==> config.mk <==
export PLATFORM = sky130hd
export DESIGN_NAME = uart_bus_arbiter
export DESIGN_NICKNAME = d
export VERILOG_FILES = /design/src/rtl/uart_bus_arbiter.sv
export SDC_FILE = /design/constraint.sdc
export NUM_CORES = 1
export LEC_CHECK = 0
export CORE_MARGIN = 10
export CORE_UTILIZATION = 35
export DETAILED_ROUTE_END_ITERATION = 8
export HOLD_SLACK_MARGIN = 0.05
export PLACE_DENSITY_LB_ADDON = 0.12
export SYNTH_ARGS = -nofsm -noshare
export SYNTH_HDL_FRONTEND = slang
export SYNTH_SLANG_ARGS = --single-unit
==> constraint.sdc <==
create_clock -name clk -period 2.45 [get_ports clk]
set_input_delay 0.735 -clock clk [delete_from_list [all_inputs] [get_ports clk]]
set_output_delay 0.735 -clock clk [all_outputs]
set_load 0.01 [all_outputs]
==> src/rtl/uart_bus_arbiter.sv <==
// Two-master round-robin arbiter in front of a UART register bank (Idle/Issue/Wait/Done).
// Optional Wait-state timeout with error reporting: define UART_ARB_TIMEOUT_EN.
module uart_bus_arbiter #(
  parameter int unsigned DATA_WIDTH     = 32,
  parameter int unsigned TIMEOUT_CYCLES = 256
) (
  input  logic                  clk,
  input  logic                  rst_n,
  input  logic                  m0_rd_en,
  input  logic                  m0_wr_en,
  input  logic [2:0]            m0_addr,
  input  logic [DATA_WIDTH-1:0] m0_wr_data,
  output logic [DATA_WIDTH-1:0] m0_rd_data,
  output logic                  m0_ack,
  output logic                  m0_err,
  input  logic                  m1_rd_en,
  input  logic                  m1_wr_en,
  input  logic [2:0]            m1_addr,
  input  logic [DATA_WIDTH-1:0] m1_wr_data,
  output logic [DATA_WIDTH-1:0] m1_rd_data,
  output logic                  m1_ack,
  output logic                  m1_err,
  output logic                  s_rd_en,
  output logic                  s_wr_en,
  output logic [2:0]            s_addr,
  output logic [DATA_WIDTH-1:0] s_wr_data,
  input  logic [DATA_WIDTH-1:0] s_rd_data,
  input  logic                  s_ack,
  output logic                  busy,
  output logic [1:0]            grant_db
);

  localparam int unsigned AW    = 3;
  localparam int unsigned CNT_W = 16;

  if (TIMEOUT_CYCLES < 2 || TIMEOUT_CYCLES > 65535) begin : g_bad_timeout
    $error("TIMEOUT_CYCLES must be in 2..65535");
  end

  typedef enum logic [1:0] {
    S_IDLE  = 2'd0,
    S_ISSUE = 2'd1,
    S_WAIT  = 2'd2,
    S_DONE  = 2'd3
  } state_t;

  state_t                r_state, w_state_nxt;
  logic                  r_gnt, w_gnt_nxt;
  logic                  r_last, w_last_nxt;
  logic                  r_op_rd, w_op_rd_nxt;
  logic                  r_s_rd_en, w_s_rd_en_nxt;
  logic                  r_s_wr_en, w_s_wr_en_nxt;
  logic [AW-1:0]         r_s_addr, w_s_addr_nxt;
  logic [DATA_WIDTH-1:0] r_s_wr_data, w_s_wr_data_nxt;
  logic                  r_m0_ack, w_m0_ack_nxt;
  logic                  r_m1_ack, w_m1_ack_nxt;
  logic [DATA_WIDTH-1:0] r_m0_rd_data, w_m0_rd_data_nxt;
  logic [DATA_WIDTH-1:0] r_m1_rd_data, w_m1_rd_data_nxt;
  logic                  r_busy, w_busy_nxt;
  logic [1:0]            r_grant_db, w_grant_db_nxt;
  logic                  w_req0, w_req1, w_pick1, w_done, w_timeout;
`ifdef UART_ARB_TIMEOUT_EN
  logic [CNT_W-1:0]      r_cnt, w_cnt_nxt;
  logic                  r_m0_err, w_m0_err_nxt;
  logic                  r_m1_err, w_m1_err_nxt;
`endif

  assign w_req0  = m0_rd_en | m0_wr_en;
  assign w_req1  = m1_rd_en | m1_wr_en;
  // Master 1 wins when alone, or on a tie when master 0 was served last.
  assign w_pick1 = w_req1 & (~w_req0 | ~r_last);

  always_comb begin
    w_state_nxt      = r_state;
    w_gnt_nxt        = r_gnt;
    w_last_nxt       = r_last;
    w_op_rd_nxt      = r_op_rd;
    w_s_rd_en_nxt    = 1'b0;
    w_s_wr_en_nxt    = 1'b0;
    w_s_addr_nxt     = r_s_addr;
    w_s_wr_data_nxt  = r_s_wr_data;
    w_m0_ack_nxt     = 1'b0;
    w_m1_ack_nxt     = 1'b0;
    w_m0_rd_data_nxt = '0;
    w_m1_rd_data_nxt = '0;
    w_done           = 1'b0;
    w_timeout        = 1'b0;
`ifdef UART_ARB_TIMEOUT_EN
    w_cnt_nxt        = r_cnt;
    w_m0_err_nxt     = 1'b0;
    w_m1_err_nxt     = 1'b0;
`endif
    unique case (r_state)
      S_IDLE: begin
        if (w_req0 | w_req1) begin
          w_state_nxt     = S_ISSUE;
          w_gnt_nxt       = w_pick1;
          w_op_rd_nxt     = w_pick1 ? m1_rd_en : m0_rd_en;
          w_s_rd_en_nxt   = w_op_rd_nxt;
          w_s_wr_en_nxt   = ~w_op_rd_nxt;
          w_s_addr_nxt    = w_pick1 ? m1_addr : m0_addr;
          w_s_wr_data_nxt = w_pick1 ? m1_wr_data : m0_wr_data;
        end
      end
      S_ISSUE: begin
        w_state_nxt = S_WAIT;
`ifdef UART_ARB_TIMEOUT_EN
        w_cnt_nxt   = '0;
`endif
      end
      S_WAIT: begin
        if (s_ack) begin
          w_done = 1'b1;
        end
`ifdef UART_ARB_TIMEOUT_EN
        else if (r_cnt == CNT_W'(TIMEOUT_CYCLES - 1)) begin
          w_done    = 1'b1;
          w_timeout = 1'b1;
        end else begin
          w_cnt_nxt = r_cnt + CNT_W'(1);
        end
`endif
        if (w_done) begin
          w_state_nxt     = S_DONE;
          w_s_addr_nxt    = '0;
          w_s_wr_data_nxt = '0;
          w_m0_ack_nxt    = ~r_gnt;
          w_m1_ack_nxt    = r_gnt;
          if (r_op_rd && !w_timeout) begin
            w_m0_rd_data_nxt = r_gnt ? '0 : s_rd_data;
            w_m1_rd_data_nxt = r_gnt ? s_rd_data : '0;
          end
`ifdef UART_ARB_TIMEOUT_EN
          w_m0_err_nxt = w_timeout & ~r_gnt;
          w_m1_err_nxt = w_timeout & r_gnt;
`endif
        end
      end
      S_DONE: begin
        w_state_nxt = S_IDLE;
        w_last_nxt  = r_gnt;
      end
      default: w_state_nxt = S_IDLE;
    endcase
    w_busy_nxt     = (w_state_nxt != S_IDLE);
    w_grant_db_nxt = w_busy_nxt ? (w_gnt_nxt ? 2'b10 : 2'b01) : 2'b00;
  end

  always_ff @(posedge clk or negedge rst_n) begin
    if (!rst_n) begin
      r_state      <= S_IDLE;
      r_gnt        <= 1'b0;
      r_last       <= 1'b1;
      r_op_rd      <= 1'b0;
      r_s_rd_en    <= 1'b0;
      r_s_wr_en    <= 1'b0;
      r_s_addr     <= '0;
      r_s_wr_data  <= '0;
      r_m0_ack     <= 1'b0;
      r_m1_ack     <= 1'b0;
      r_m0_rd_data <= '0;
      r_m1_rd_data <= '0;
      r_busy       <= 1'b0;
      r_grant_db   <= 2'b00;
`ifdef UART_ARB_TIMEOUT_EN
      r_cnt        <= '0;
      r_m0_err     <= 1'b0;
      r_m1_err     <= 1'b0;
`endif
    end else begin
      r_state      <= w_state_nxt;
      r_gnt        <= w_gnt_nxt;
      r_last       <= w_last_nxt;
      r_op_rd      <= w_op_rd_nxt;
      r_s_rd_en    <= w_s_rd_en_nxt;
      r_s_wr_en    <= w_s_wr_en_nxt;
      r_s_addr     <= w_s_addr_nxt;
      r_s_wr_data  <= w_s_wr_data_nxt;
      r_m0_ack     <= w_m0_ack_nxt;
      r_m1_ack     <= w_m1_ack_nxt;
      r_m0_rd_data <= w_m0_rd_data_nxt;
      r_m1_rd_data <= w_m1_rd_data_nxt;
      r_busy       <= w_busy_nxt;
      r_grant_db   <= w_grant_db_nxt;
`ifdef UART_ARB_TIMEOUT_EN
      r_cnt        <= w_cnt_nxt;
      r_m0_err     <= w_m0_err_nxt;
      r_m1_err     <= w_m1_err_nxt;
`endif
    end
  end

  assign s_rd_en    = r_s_rd_en;
  assign s_wr_en    = r_s_wr_en;
  assign s_addr     = r_s_addr;
  assign s_wr_data  = r_s_wr_data;
  assign m0_ack     = r_m0_ack;
  assign m1_ack     = r_m1_ack;
  assign m0_rd_data = r_m0_rd_data;
  assign m1_rd_data = r_m1_rd_data;
  assign busy       = r_busy;
  assign grant_db   = r_grant_db;
`ifdef UART_ARB_TIMEOUT_EN
  assign m0_err     = r_m0_err;
  assign m1_err     = r_m1_err;
`else
  assign m0_err     = 1'b0;
  assign m1_err     = 1'b0;
`endif

endmodule

# Yosys cells after proc, flatten, opt, wreduce, memory -nomap -nowiden
# Index checks and enable logic that the tools add are counted.
classes:
  eq_ne: 5
  bitwise_logic: 9
  n_mux: 34
  reduce_logical: 5
ops:
  columns: ["cell", "n"]
  rows:
  - ["$mux W32", 11]
  - ["$pmux W32 S2", 1]
  - ["$mux W1", 13]
  - ["$mux W3", 3]
  - ["$mux W2", 4]
  - ["$pmux W2 S4", 1]
  - ["$pmux W3 S2", 1]
  - ["$eq A2 B2 Y1 const B", 2]
  - ["$ne A2 B2 Y1 const B", 2]
  - ["$not A1 Y1", 4]
  - ["$or A1 B1 Y1", 4]
  - ["$reduce_bool A2 Y1", 2]
  - ["$reduce_and A3 Y1", 1]
  - ["$eq A2 B1 Y1 const B", 1]
  - ["$logic_not A2 Y1", 1]
  - ["$reduce_and A2 Y1", 1]
  - ["$and A1 B1 Y1", 1]
word_totals:
  out_inout_bits: 108
  reg_bits: 111

# Depth between registers and ports, before layout
logic_depth:
  word_depth: 8
  ltp_mapped: 6
  ltp_nobuf: 5

# Least setup slack after synthesis
# OpenSTA, ideal clock, no wires.
synth_path:
  kind: "input -> register"
  startpoint: "input m1_wr_en"
  endpoint: "register r_s_addr[0], in the netlist s_addr[0]"
  arrival_time_ns: 1.733
  path_slack_ns: 0.596
  required_ns: 2.328
  path_buffers: 2
  path_stages: 5
  cell_sequence: "or2_2 -> clkbuf_1 -> buf_2 -> a21o_1 -> a32o_1"
synth_between:
  elab_chain_len: 5
synth_lines:
  columns: ["item", "line_no", "rtl"]
  rows:
  - ["start, declared", "17", "input logic m1_wr_en,"]
  - ["$or A1 B1 Y1 *", "69", "assign w_req1 = m1_rd_en | m1_wr_en;"]
  - ["$and A1 B1 Y1", "71", "assign w_pick1 = w_req1 & (~w_req0 | ~r_last);"]
  - ["$mux W3", "101", "w_s_addr_nxt = w_pick1 ? m1_addr : m0_addr;"]
  - ["$mux W3", "95", "if (w_req0 | w_req1) begin"]
  - ["$pmux W3 S2", "93", "unique case (r_state)"]
  - ["end signal, assigned", "177", "r_s_addr <= w_s_addr_nxt;"]
  - ["end, declared", "53", "logic [AW-1:0] r_s_addr, w_s_addr_nxt;"]
# Mark *: on every way between the ends. The rest lies on a longest branch, timed or not. The select of a mux whose other input is x is not followed.
# A chain may end at the register's enable or synchronous reset.

# Worst setup path in the final report
layout_path:
  startpoint: "input m1_wr_en"
  endpoint: "register r_s_wr_data[11], in the netlist s_wr_data[11]"
layout_between:
  elab_chain_len: 5
layout_lines:
  columns: ["item", "line_no", "rtl"]
  rows:
  - ["$or A1 B1 Y1 *", "69", null]
  - ["$and A1 B1 Y1", "71", null]
  - ["$mux W32", "102", "w_s_wr_data_nxt = w_pick1 ? m1_wr_data : m0_wr_data;"]
  - ["$mux W32", "95", null]
  - ["$pmux W32 S2", "93", null]
  - ["end signal, assigned", "178", "r_s_wr_data <= w_s_wr_data_nxt;"]
  - ["end, declared", "54", "logic [DATA_WIDTH-1:0] r_s_wr_data, w_s_wr_data_nxt;"]
# Marks and branches as above.

==> out/results.ini <==
[status]
outcome = completed

[timing]
slew-limit-headroom_pct = 52.1
postLayoutSetupSlackWorst_ns = 0.383
setup_tns_ns = 0
tightest_slew_ns = 0.719
skew_ns = 0.00701
setup_viol = 0
slew_viol_final = 0
fmax_ghz = 0.484
fin_crit_sh_pct = 84.4
period_minus_slack_ns = 2.07
grt_setup_unrepaired = no
hold_violations = 0

[synth]
synth.top_cell.area_share_pct = 62.7
ys_ff_latch = 111
yosysWarnings = 0
yosysUniqueCellTypes = 32
synth_area_leader_cell = dfrtp_1
synth_area_per_cell_um2 = 11.5
async_flop_share_pct = 100
synth_area_leaders = dfrtp_1, a32o_1, a21o_1
synth_edf_count = 0
synth_top_cells_by_count = dfrtp_1, nor2_1, a32o_1, a21o_1, or3_1
synthMostInstantiatedCell = dfrtp_1
syn_area_mm2 = 0.00439
syn_inst = 381
synth_flop_cell = dfrtp_1
yosysSeqAreaShare_pct = 63.3

[cells_and_area]
syn_to_final_growth_pct = 62.9
diodes = 0
layout-drive-gt1-share_pct = 7.50
final_area_mm2 = 0.00715
final_nets = 707

[detailed_routing]
drtPass1Iterations = 4
vias_per_cell = 4.86
vias = 3734
drt_wl_total_um = 14200
route.detailed.drc = 0
drtAntennaViolNets = 0
post_drt_wl_per_cell_um = 18.5
drt_iter0_markers = 237

[place]
place_ws_ns = 0.0628
port_buffers = 214
dp_hpwl_um = 10500
dpl_cell_area_mm2 = 0.00686
gp_congestion = 0.772

[clock_network]
cts_max_level = 3
cts_root_buf = clkbuf_16
cts-buffers-inserted = 9
cts_tree = done
worstSkewPairLatency_ns = 0.35
clk_pin_slew_ns = 0.07
cts_buffer_depth = 2
cts.sink_count = 111
post-cts-setup-buffers = 0
cts_resized = 0
holdBufCountCts = 0

[global_route]
grt_antenna_before_repair = 0
grt_pass1_vias = 4087
grt_max_degree = 67
track_usage_pct = 16.1
grt_first_pass_wirelength_um = 22900
grt-ovfl-total = 0

[floorplan]
dieArea_mm2 = 0.0174
coreArea_mm2 = 0.0122
chipHeight_um = 132
top_level_ports = 217
die_w_um = 132
row_count = 40
start_util_pct = 36.1

[power]
pwr_density_cell_mw_per_mm2 = 944
p_leak_nw = 3.11
irDropWorstVdd_mv = 0.513
power.total_mw = 6.75

[critical_path]
critPathLaunchType = input pin
crit_chain = clkdlybuf4s50_1, or4_4, o21ai_4, buf_4, a32o_1
reg2reg_slack_ns = 0.62
max_stage_delay_ns = 0.56
crit_slowest_cell = or4_4
critical_path_buf_inv_count = 2
critPathArrivalTime_ns = 2.35
critPathCaptureType = flip-flop
rr_worst_depth = 6
cp.depth = 5
critical_path.top_delay_family = buffers and inverters
critPathMaxFanout = 9
path_class = input pin to flip-flop
critPathRequiredTime_ns = 2.73

[flow_run]
cap_violations = 0

[worst_hold_path]
hp-class = input pin to async pin

-- through the flow --
stage | utilization [%] | instances | hold slack [ns]
finish | 58.8 | 768 | 0.367
floorplan | - | 382 | 0.439
global route | 58.8 | 768 | 0.382
global placement | 56.4 | 752 | 0.474
detailed placement | 56.4 | 752 | 0.481
CTS | 58.8 | 768 | 0.376
-- routing by layer --
layer  vias up  global-route usage [%]  part of all wire (%)
li1       1748                       -                     -
met1      1792                    19.4                    41
met2       181                    25.3                    47
met3        13                    7.58                    10
met4         0                    3.83                   1.3
met5         -                       0                     0
-- placed cells by master, fill, tap and decap left out, types with 2 or more instances in the layout --
cell,instances
inv_8,2
buf_4,11
ha_1,3
mux2_2,2
nor2_1,69
dfrtp_1,110
nor2b_1,2
buf_12,9
nand2_1,33
clkdlybuf4s50_1,213
or3_1,35
inv_1,5
conb_1,2
clkbuf_16,9
o21ai_0,2
a32o_1,36
a21o_1,35
-- where the power goes --
part	leakage, nW	switching [mW]	internal, mW	total [mW]
registers	1.49	0.254	2.23	2.48
logic	1.48	1.34	1.50	2.84
clock network	0.143	0.691	0.737	1.43
total	3.11	2.28	4.47	6.75
-- sequential cells by signal, indices dropped and copies added (netlist names) --
signal      flops
m1_rd_data     32
s_wr_data      32
r_state         2
s_wr_en         1
r_op_rd         1
grant_db        2
m0_ack          1
m0_rd_data     32
r_last          1
s_rd_en         1
busy            1
s_addr          3
r_gnt           1
m1_ack          1
-- layout make-up --
type | count | area [um^2]
Clock buffer | 10 | 239
Clock inverter | 6 | 52.6
Fill cell | 1029 | 5010
Inverter | 5 | 18.8
Multi-Input combinational cell | 235 | 1450
Sequential cell | 111 | 2780
Tap cell | 168 | 210
Timing Repair Buffer | 233 | 2390
-- cells by family (layout without fill, tap and decap cells) --
family                   Yosys count  in the layout  share of synthesized area, %
buffers and inverters             36            254                          3.88
AND/OR/NAND/NOR                  147            147                          15.3
AO/OA/AOI/OAI                     81             81                          16.0
flip-flops                       111            111                          63.3
multiplexers                       2              2                         0.513
adder cells (fa/ha/maj)            3              3                         0.856
other                              1              2                        0.0855
-- final timing paths --
check	from	to
max	m1_wr_en	s_wr_data[11]
max reg2reg	r_state[0]	s_wr_data[0]
min	rst_n	m0_rd_data[18]
min reg2reg	s_wr_data[8]	s_wr_data[8]
min in group clk	s_wr_data[8]	s_wr_data[8]
max in group asynchronous	rst_n	r_last
Note: power is estimated with default switching activity, not from simulation.
